<file path="src/rtl/inst_queue.sv">
// Instruction queue: circular buffer of {inst, pc} between fetch and decode.
// Latency: a write becomes visible at the head one edge after it is accepted (no bypass).
// Backpressure: buf_avail drops when full unless a pop in the same cycle frees a slot; refused writes set sticky ovf.
module inst_queue #(
  parameter int INST_L = 32,
  parameter int PC_L   = 32,
  parameter int DEPTH  = 4   // power of two, at least 2
) (
  input  logic                     clk,
  input  logic                     rst,
  input  logic                     flush,
  input  logic                     buf_we,
  input  logic [INST_L-1:0]        inst_in,
  input  logic [PC_L-1:0]          pc_in,
  output logic                     buf_avail,
  output logic                     buf_ack,
  input  logic                     rd_re,
  output logic                     rd_valid,
  output logic [INST_L-1:0]        inst_out,
  output logic [PC_L-1:0]          pc_out,
  output logic [$clog2(DEPTH):0]   count,
  output logic                     ovf
);

  localparam int PW = $clog2(DEPTH);
  localparam int CW = PW + 1;
  localparam int EW = INST_L + PC_L;
  localparam logic [CW-1:0] FULL = CW'(DEPTH);

  logic [EW-1:0] mem [DEPTH];
  logic [PW-1:0] rd_ptr;
  logic [PW-1:0] wr_ptr;
  logic          empty;
  logic          wr_en;
  logic          rd_en;
  logic [EW-1:0] head;

  assign empty     = (count == '0);
  // A pop in the same cycle frees the slot the write will land in, so a full queue still accepts.
  assign buf_avail = (count < FULL) || (rd_re && !empty);
  assign wr_en     = buf_we && !flush && buf_avail;
  assign rd_en     = rd_re && !flush && !empty;

  assign head      = mem[rd_ptr];
  assign rd_valid  = !empty;
  assign inst_out  = empty ? '0 : head[EW-1:PC_L];
  assign pc_out    = empty ? '0 : head[PC_L-1:0];

  // Pointer, occupancy, ack and overflow state; flush wins over any same-edge write or pop.
  always_ff @(posedge clk or posedge rst) begin
    if (rst) begin
      rd_ptr  <= '0;
      wr_ptr  <= '0;
      count   <= '0;
      buf_ack <= 1'b0;
      ovf     <= 1'b0;
    end else begin
      buf_ack <= wr_en;
      if (buf_we && !flush && !buf_avail)
        ovf <= 1'b1;
      if (flush) begin
        rd_ptr <= '0;
        wr_ptr <= '0;
        count  <= '0;
      end else begin
        if (wr_en)
          wr_ptr <= wr_ptr + 1'b1;
        if (rd_en)
          rd_ptr <= rd_ptr + 1'b1;
        count <= count + CW'(wr_en) - CW'(rd_en);
      end
    end
  end

  // Entry storage; only accepted writes touch it, and a write coinciding with reset is dropped.
  always_ff @(posedge clk) begin
    if (wr_en && !rst)
      mem[wr_ptr] <= {inst_in, pc_in};
  end

endmodule

</file>
<file path="config.mk">
export PLATFORM = sky130hd
export DESIGN_NAME = inst_queue
export DESIGN_NICKNAME = d
export VERILOG_FILES = /design/src/rtl/inst_queue.sv
export SDC_FILE = /design/constraint.sdc
export NUM_CORES = 1
export LEC_CHECK = 0
export CELL_PAD_IN_SITES_DETAIL_PLACEMENT = 0
export CELL_PAD_IN_SITES_GLOBAL_PLACEMENT = 2
export CORE_MARGIN = 2
export CORE_UTILIZATION = 45
export DETAILED_ROUTE_END_ITERATION = 10
export PLACE_DENSITY = 0.82
export SYNTH_ARGS = -nofsm -noshare
export SYNTH_HDL_FRONTEND = slang
export SYNTH_SLANG_ARGS = --single-unit
</file>
<file path="constraint.sdc">
create_clock -name clk -period 5.17 [get_ports clk]
set_clock_uncertainty 0.2 [all_clocks]
set_input_delay 0.517 -clock clk [delete_from_list [all_inputs] [get_ports clk]]
set_output_delay 0.517 -clock clk [all_outputs]
set_load 0.01 [all_outputs]
</file>
# Word-level counts from Yosys, hierarchy flattened
# Memories as Yosys holds them, arrays and structs flattened.
# Index checks and enable logic that the tools add are counted.
# Widths: inputs -> output; s select.
totals:
  input_bits: 69
  mem_count: 1
  reg_bits: 9
  word_cells: 35
  ramBits: 256
  output_inout_bits: 71
mem_list:
  columns: ["memory", "depth", "width", "read_ports", "rd_ports_with_merged_regs", "wr", "line_no", "source"]
  rows:
  - ["mem", 4, 64, 1, 0, 1, "30", "logic [EW-1:0] mem [DEPTH];"]
op_classes:
  n_addsub: 4
  magnitude_cmp: 1
  n_reduce_logical: 15
  muxes: 9
op_table:
  columns: ["op", "n"]
  rows:
  - ["$mux 32", 2]
  - ["$mux 2", 4]
  - ["$logic_and 1x1->1", 7]
  - ["$add 2x1->2 const B", 2]
  - ["$logic_not 1->1", 4]
  - ["$reduce_bool 2->1", 2]
  - ["$add 3x1->3", 1]
  - ["$logic_not 3->1", 1]
  - ["$lt 3x3->1 const B", 1]
  - ["$mux 3", 1]
  - ["$sub 3x1->3", 1]
  - ["$mux 1", 2]
  - ["$logic_or 1x1->1", 1]

# Longest topological paths before layout
# Gate-level depths: netlist of run 1.
logic_depth:
  word_depth: 8
  mapped_depth: 11

# Least setup slack after synthesis of run 1
# No wires, ideal clock.
synth_timing:
  path_type: "input-to-reg"
  startpoint: "in flush"
  endpoint: "mem mem[0][0] (netlist bit), enable pin"
  required_time_ns: 4.541
  stages: 4
  setup_slack_ns: 1.916
  setup_time_ns: 0.429
  t_arrival_ns: 2.626
  path_cell_list: "clkbuf_1 -> nand2b_1 -> nor3_1 -> and2_1"
synth_between:
  elab_chain_len: 6
synth_lines:
  columns: ["element", "line_no", "source"]
  rows:
  - ["from (decl)", "11", "input logic flush,"]
  - ["$logic_not 1->1", "41", "assign wr_en = buf_we && !flush && buf_avail;"]
  - ["$logic_and 1x1->1 (2 in series)", "41", null]
  - ["$logic_and 1x1->1", "77", "if (wr_en && !rst)"]
  - ["$mux 1", "77", null]
  - ["$mux 1 (implied by the code)", "78", "mem[wr_ptr] <= {inst_in, pc_in};"]
  - ["to (decl)", "30", null]
# No other way between the ends.

# Worst setup path in the final report of run 1
layout_timing:
  startpoint: "reg rd_ptr[0]"
  endpoint: "out inst_out[12]"
layout_between:
  elab_chain_len: 2
layout_lines:
  columns: ["element", "line_no", "source"]
  rows:
  - ["from (decl)", "31", "logic [PW-1:0] rd_ptr;"]
  - ["from (signal assigned)", "69", "rd_ptr <= rd_ptr + 1'b1;"]
  - ["$mem_v2 4x64", null, null]
  - ["$mux 32", "46", "assign inst_out = empty ? '0 : head[EW-1:PC_L];"]
  - ["to (decl)", "19", "output logic [INST_L-1:0] inst_out,"]
# No other way between the ends.

==> results of run 1 <==
## final timing paths
| path | to | slack [ns] | from |
|---|---|---|---|
| max in group asynchronous | rd_ptr[0]$_DFFE_PP0P_ | 4.36 | rst |
| max reg2reg | count[2]$_DFF_PP0_ | 2.53 | count[2]$_DFF_PP0_ |
| max | inst_out[12] | 1.30 | rd_ptr[0]$_DFFE_PP0P_ |
| min | wr_ptr[1]$_DFFE_PP0P_ | 0.11 | rst |
| min reg2reg | ovf$_DFFE_PP0P_ | 0.30 | ovf$_DFFE_PP0P_ |
| min in group clk | ovf$_DFFE_PP0P_ | 0.30 | ovf$_DFFE_PP0P_ |
## power by group
part	switching [mW]	total, mW	internal (mW)
clock network	0.750	2.04	1.29
logic	0.672	1.68	1.01
registers	0.144	2.57	2.42
## logic make-up after synthesis
kind of cell    after synthesis
compound gates                7
xor+xnor                      3
fa+ha+maj                     7
buf+inv                      30
flops                       265
mux                          64
simple gates                 83
## area by class of cell
class                      count  area [µm²]
sequential                   265        7920
tap                          285         357
timing repair buffer         141        1410
inverter                       8        30.0
clock inverter                13         216
fill                        1690        9650
multi-input combinational    164        2120
clock buffer                  35         736
## cells in the final DEF, fill, tap and decap left out, types with 4 or more instances in the layout
cell             instances
and2_1                  65
and2_4                   4
bufinv_16                6
clkbuf_1                 5
clkbuf_16               27
clkdlybuf4s50_1        139
dfrtp_1                  7
edfxtp_1               256
ha_1                     6
inv_1                    8
mux4_2                  64
nor2_1                   5
## metal layers
layer / share of wire / GRT usage / up-vias / routed length, µm
li1: - / - / 2146 / -
met1: 0.44 / 0.217 / 2501 / 8130
met2: 0.49 / 0.263 / 136 / 9060
met3: 0.060 / 0.0319 / 31 / 1110
met4: 0.017 / 0.0357 / 2 / 314
met5: 0.00064 / 0 / - / 12
## synthesized netlist by cell type
cell type | count | area share
o311ai_0 | 1 | 0.00086
clkbuf_1 | 9 | 0.0033
o21bai_1 | 1 | 0.00074
nor2_1 | 5 | 0.0018
inv_1 | 8 | 0.0029
nor3_1 | 2 | 0.00098
dfrtp_1 | 9 | 0.022
and2_1 | 69 | 0.042
o21ai_0 | 2 | 0.00098
o31ai_1 | 1 | 0.00074
edfxtp_1 | 256 | 0.76
mux4_2 | 64 | 0.14
or3_1 | 1 | 0.00061
xor2_1 | 3 | 0.0026
buf_2 | 8 | 0.0039
fa_1 | 1 | 0.0020
nand3_1 | 2 | 0.00098
ha_1 | 6 | 0.0074
a21oi_1 | 2 | 0.00098
buf_6 | 5 | 0.0055
nor2b_1 | 2 | 0.0012
nand2b_1 | 2 | 0.0012
## stage by stage
stage / hold WS (ns) / worst slack (ns)
after floorplan: 0.145 / 1.92
after global placement: 0.264 / 1.76
after detailed placement: 0.278 / 1.76
after CTS: 0.114 / 1.20
after global routing: 0.157 / 1.09
final: 0.113 / 1.30
## critical path: cells and delay by family (launching register included)
| family | cells | cell delay (ns) |
|---|---|---|
| AND/OR/NAND/NOR | 1 | 0.18 |
| buffers and inverters | 2 | 0.89 |
| multiplexers | 1 | 0.55 |
| flip-flops | 1 | 0.99 |
## sequential cells by signal (all words and copies together) (netlist names)
signal   count
ovf          1
buf_ack      1
count        3
mem        256
wr_ptr       2
rd_ptr       2
==> impl_results.md, run 1 <==
- Status: finished clean
- TritonCTS Buffers: 26
- # IOs: 140
- Tot GR Track Use: 0.158
- Slowest stage delay, CP: 0.99 ns
- Fin. Hold Viols: 0
- Worst Setup End Kind: output pin
- Total gr overflow: 0
- Die width: 154 µm
- Final HPWL DP: 10,300 µm
- Clock transition at path regs: 0.06 ns
- Final period util: 0.748
- VDD IR max: 304 µV
- Slew @ Worst Pin: 1.08 ns
- Post-route ant nets: 0
- Post-Route WL: 18,600 µm
- Cell Rows: 55
- Layout Nets: 682
- Startpoint type of the worst setup path: flop
- Setup_tns: 0 ns
- Crit-path cells: buf_4 -> mux4_2 -> and2_1 -> clkdlybuf4s50_1
- Post-Synth Simple-Gate Area: 0.0493
- I/O Buffers: 139
- Worst endpoint required time: 4.45 ns
- Worst-skew pair later-pin latency: 0.51 ns
- Initial DRC Count: 252
- Largest net degree at the start of global routing: 66
- Cells after synthesis: 459
- Core box area: 22,400 µm²
- Avg Cell Area, Syn: 22.2 µm²
- Final Core Density: 0.570
- CP Class: reg2out
- Adder-Cell Fraction of Synth Area: 0.00934
- Leak pwr: 4.09 nW
- Post-Layout Inst Area: 12,800 µm²
- Share of cells above drive strength 1: 0.181
- RSZ-0062 raised after global routing: no
- Die Y: 154 µm
- Vias: 4,816
- Final non-filler cell total: 911
- Yosys reg bits: 265
- R2R depth: 11
- Clock Tree Buf Depth: 3
- Placed cell count: 863
- First-pass GRT wire length: 28,900 µm
- Largest family of logic cells by synthesized area: multiplexers
- Initial Utilization: 0.454
- Fmax: 259 MHz
- Seq/Total Area, Yosys: 0.777
- H-tree depth: 1
- Die area: 23,800 µm²
- Wire per inst: 20.5 µm
- Post-route DRC: 0
- # setup viols final: 0
- Post-synthesis xor/xnor area fraction: 0.00258
- CTS tree: built
- Synth Area in Compound Gates: 0.00430
- GPL Wtd Cong: 0.661
- Setup repair bufs after CTS: 0
- CTS Hold Bufs: 0
- CP max-delay cell: dfrtp_4
- Post-DP Area: 11,800 µm²
- CTS root buf: clkbuf_16
- PwrDens: 492 nW/µm²
- Unique masters post-synth: 22
- Arr. time, crit path: 3.15 ns
- DRT Pass-1 Iters: 4
- Min-delay worst type: in2async
- CP max FO: 42
- Post-synthesis mux area share: 0.142
- Vias in the first global route: 5,144
- Count of final max-slew check failures: 0
- Resize count post-CTS: 0
- Syn-to-layout area delta: 25.6%
- Max-Cap Viols: 0
- Initial antenna violation count: 1
- Syn nets: 535
- Vias per std cell: 5.29
- Power Total: 6.29 mW
- # diodes: 0
- Crit path time final: 3.87 ns
- Worst slew margin: 0.278
- Count of warnings emitted by yosys: 0
- Synth Cell Area: 10,200 µm²
- # clock sinks: 265
No activity file was read; power rests on OpenSTA's default activity.
==> inputs of run 2 (changes only) <==
--- a/config.mk
+++ b/config.mk
@@ -8,9 +8,9 @@
 export CELL_PAD_IN_SITES_DETAIL_PLACEMENT = 0
 export CELL_PAD_IN_SITES_GLOBAL_PLACEMENT = 2
 export CORE_MARGIN = 2
-export CORE_UTILIZATION = 45
+export CORE_UTILIZATION = 38
 export DETAILED_ROUTE_END_ITERATION = 10
-export PLACE_DENSITY = 0.82
+export PLACE_DENSITY = 0.74
 export SYNTH_ARGS = -nofsm -noshare
 export SYNTH_HDL_FRONTEND = slang
 export SYNTH_SLANG_ARGS = --single-unit
==> constraint.sdc (replaced) <==
create_clock -name clk -period 3.2 [get_ports clk]
set_clock_uncertainty 0.2 [all_clocks]
set_input_delay 0.32 -clock clk [delete_from_list [all_inputs] [get_ports clk]]
set_output_delay 0.32 -clock clk [all_outputs]
set_load 0.01 [all_outputs]
==> impl_results.md, run 2 (synthesis results as in run 1) <==
- Final HPWL DP: 11,500 µm (was 10,300 µm)
- GPL Wtd Cong: 0.741 (was 0.661)
- Clock Tree Buf Depth: 3 (unchanged)
- WP buf/inv: 2 (unchanged)
- Wire per inst: 20.2 µm (was 20.5 µm)
- Final period util: 0.952
- Die width: 168 µm (was 154 µm)
- Post-route DRC: 0 (unchanged)
- CTS tree: built (unchanged)
- Slowest stage delay, CP: 0.53 ns (was 0.99 ns)
- Setup repair bufs after CTS: 0 (unchanged)
- # diodes: 0 (unchanged)
- CP max-delay cell: mux4_2 (was dfrtp_4)
- Worst Setup End Kind: output pin (unchanged)
- Met1 Track Usage GR: 0.192 (was 0.217)
- PwrDens: 804 nW/µm² (was 492 nW/µm²)
- Worst slew margin: 0.659 (was 0.278)
- Top reg by flops: mem (unchanged)
- Multi-input gate area: 2120 µm² (unchanged)
- Slew @ Worst Pin: 0.507 ns (was 1.08 ns)
- Tot GR Track Use: 0.143 (was 0.158)
- Largest net degree at the start of global routing: 46 (was 66)
- CTS root buf: clkbuf_16 (unchanged)
- FF/Latch Area: 7920 µm² (unchanged)
- Fmax: 328 MHz
- Post-Route WL: 19,800 µm (was 18,600 µm)
- Post-DP Area: 12,100 µm² (was 11,800 µm²)
- # clock sinks: 265 (unchanged)
- Initial Utilization: 0.388 (was 0.454)
- Most common cell after layout, fill and taps aside: edfxtp_1 (unchanged)
- # setup viols final: 0 (unchanged)
- # IOs: 140 (unchanged)
- First-pass GRT wire length: 30,900 µm (was 28,900 µm)
- Post-Layout Inst Area: 13,200 µm² (was 12,800 µm²)
- Grt met3 use: 0.0407 (was 0.0319)
- Initial antenna violation count: 2 (was 1)
- RSZ-0062 raised after global routing: no (unchanged)
- Crit path time final: 3.05 ns
- Arr. time, crit path: 2.53 ns (was 3.15 ns)
- Crit-path cells: buf_8 -> mux4_2 -> and2_1 -> clkdlybuf4s50_1 (was buf_4 -> mux4_2 -> and2_1 -> clkdlybuf4s50_1)
- Min-delay worst type: in2reg (was in2async)
- Startpoint type of the worst setup path: flop (unchanged)
- Layout Nets: 700 (was 682)
- CP max FO: 21 (was 42)
- Fillcell total: 2,155 (was 1,690)
- Most frequent cells in the layout: edfxtp_1 (256), clkdlybuf4s50_1 (139), and2_1 (65) (unchanged)
- Dpl ws: 0.347 ns (was 1.76 ns)
- Syn-to-layout area delta: 29.8% (was 25.6%)
- Initial DRC Count: 245 (was 252)
- Count of final max-slew check failures: 0 (unchanged)
- Vias: 4,867 (was 4,816)
- H-tree depth: 1 (unchanged)
- Busiest grt layer: met2 (unchanged)
- Global-route met2 utilization: 0.236 (was 0.263)
- Leak pwr: 4.25 nW (was 4.09 nW)
- Family with the most delay on the worst path: buffers and inverters (was flip-flops)
- Post-route ant nets: 0 (unchanged)
- DRT Pass-1 Iters: 4 (unchanged)
- Number of flip-flops in the largest register: 256 (unchanged)
- Largest regs: mem x256, count x3 (unchanged)
- Cell Rows: 59 (was 55)
- I/O Buffers: 139 (unchanged)
- Status: finished clean (unchanged)
- Share of cells above drive strength 1: 0.207 (was 0.181)
- Total gr overflow: 0 (unchanged)
- Setup_tns: 0 ns (unchanged)
- PnR worst setup slack: 0.152 ns (was 1.30 ns)
- Vias in the first global route: 5,367 (was 5,144)
- CP Class: reg2out (unchanged)
- Fin. Hold Viols: 0 (unchanged)
- Clock transition at path regs: 0.06 ns (about the same)
- Worst-skew pair later-pin latency: 0.52 ns (was 0.51 ns)
- Max-Cap Viols: 0 (unchanged)
- Die Y: 168 µm (was 154 µm)
- VDD IR max: 366 µV (was 304 µV)
- Core box area: 26,200 µm² (was 22,400 µm²)
- TritonCTS Buffers: 29 (was 26)
- Die area: 28,100 µm² (was 23,800 µm²)
- Vias per std cell: 4.96 (was 5.29)
- Worst endpoint required time: 2.68 ns (was 4.45 ns)
[run 2: cell types whose count changed in the layout (fill, tap and decap cells not counted), sizes merged]
cell	delta
clkinv	+8
bufinv	+2
clkbuf	-4
dlygate4sd3	+1
buf	+13
[run 2: worst register-to-register path, stage by stage, from the launching register on]
cell and delay (ns):
dfrtp_1 0.45, nor2b_1 0.28, inv_1 0.14, nand2b_1 0.12, ha_1 0.24, inv_1 0.06, ha_1 0.13, inv_1 0.05
fa_1 0.36, xor2_1 0.16, and2_1 0.17, nor3_1 0.13
[run 2: where the power goes]
group	total (mW)	internal, mW	switching (mW)
Sequential	4.00	3.92	0.0852
Clock	3.60	2.30	1.30
Combinational	3.02	1.72	1.29
Total	10.6	7.94	2.68
[run 2: what timing repair did]
action / CTS / global route
hold buffers: 1 / 0
endpoints found under the hold margin: 9 / 0
gates resized for setup: 0 / 4
endpoints found under the setup margin: 0 / 22
[run 2: final timing paths]
kind | to | slack [ns] | startpoint | depth (start not counted)
max | inst_out[13] | 0.15 | rd_ptr[0]$_DFFE_PP0P_ | 4
min reg2reg | ovf$_DFFE_PP0P_ | 0.29 | ovf$_DFFE_PP0P_ | 1
max reg2reg | count[2]$_DFF_PP0_ | 0.63 | count[2]$_DFF_PP0_ | 11
max in group asynchronous | rd_ptr[0]$_DFFE_PP0P_ | 2.04 | rst | 3
min | mem[2][53]$_DFFE_PP_ | 0.23 | inst_in[21] | 1
min in group asynchronous | buf_ack$_DFF_PP0_ | 0.46 | rst | 3
[run 2: cell type report]
cell class,count,share of cell area
sequential,265,0.600
multi-input combinational,164,0.160
timing repair buffer,156,0.126
clock buffer,30,0.0552
tap,335,0.0317
clock inverter,23,0.0246
inverter,8,0.00227
[run 2: stage by stage]
step	hold slack [ns]	utilization	power, mW	std cells
after global placement	0.274	0.462	7.10	926
after detailed placement	0.265	0.462	7.11	926
after global routing	0.213	0.504	11.1	981
final	0.230	0.504	10.6	981
after floorplan	-0.0521	-	5.63	459
after CTS	0.206	0.503	10.7	980
[run 2: routing by layer]
layer | part of all wire | vias to the layer above
li1 | - | 2188
met1 | 0.43 | 2521
met2 | 0.49 | 125
met3 | 0.066 | 29
met4 | 0.012 | 4
met5 | 0.0010 | -
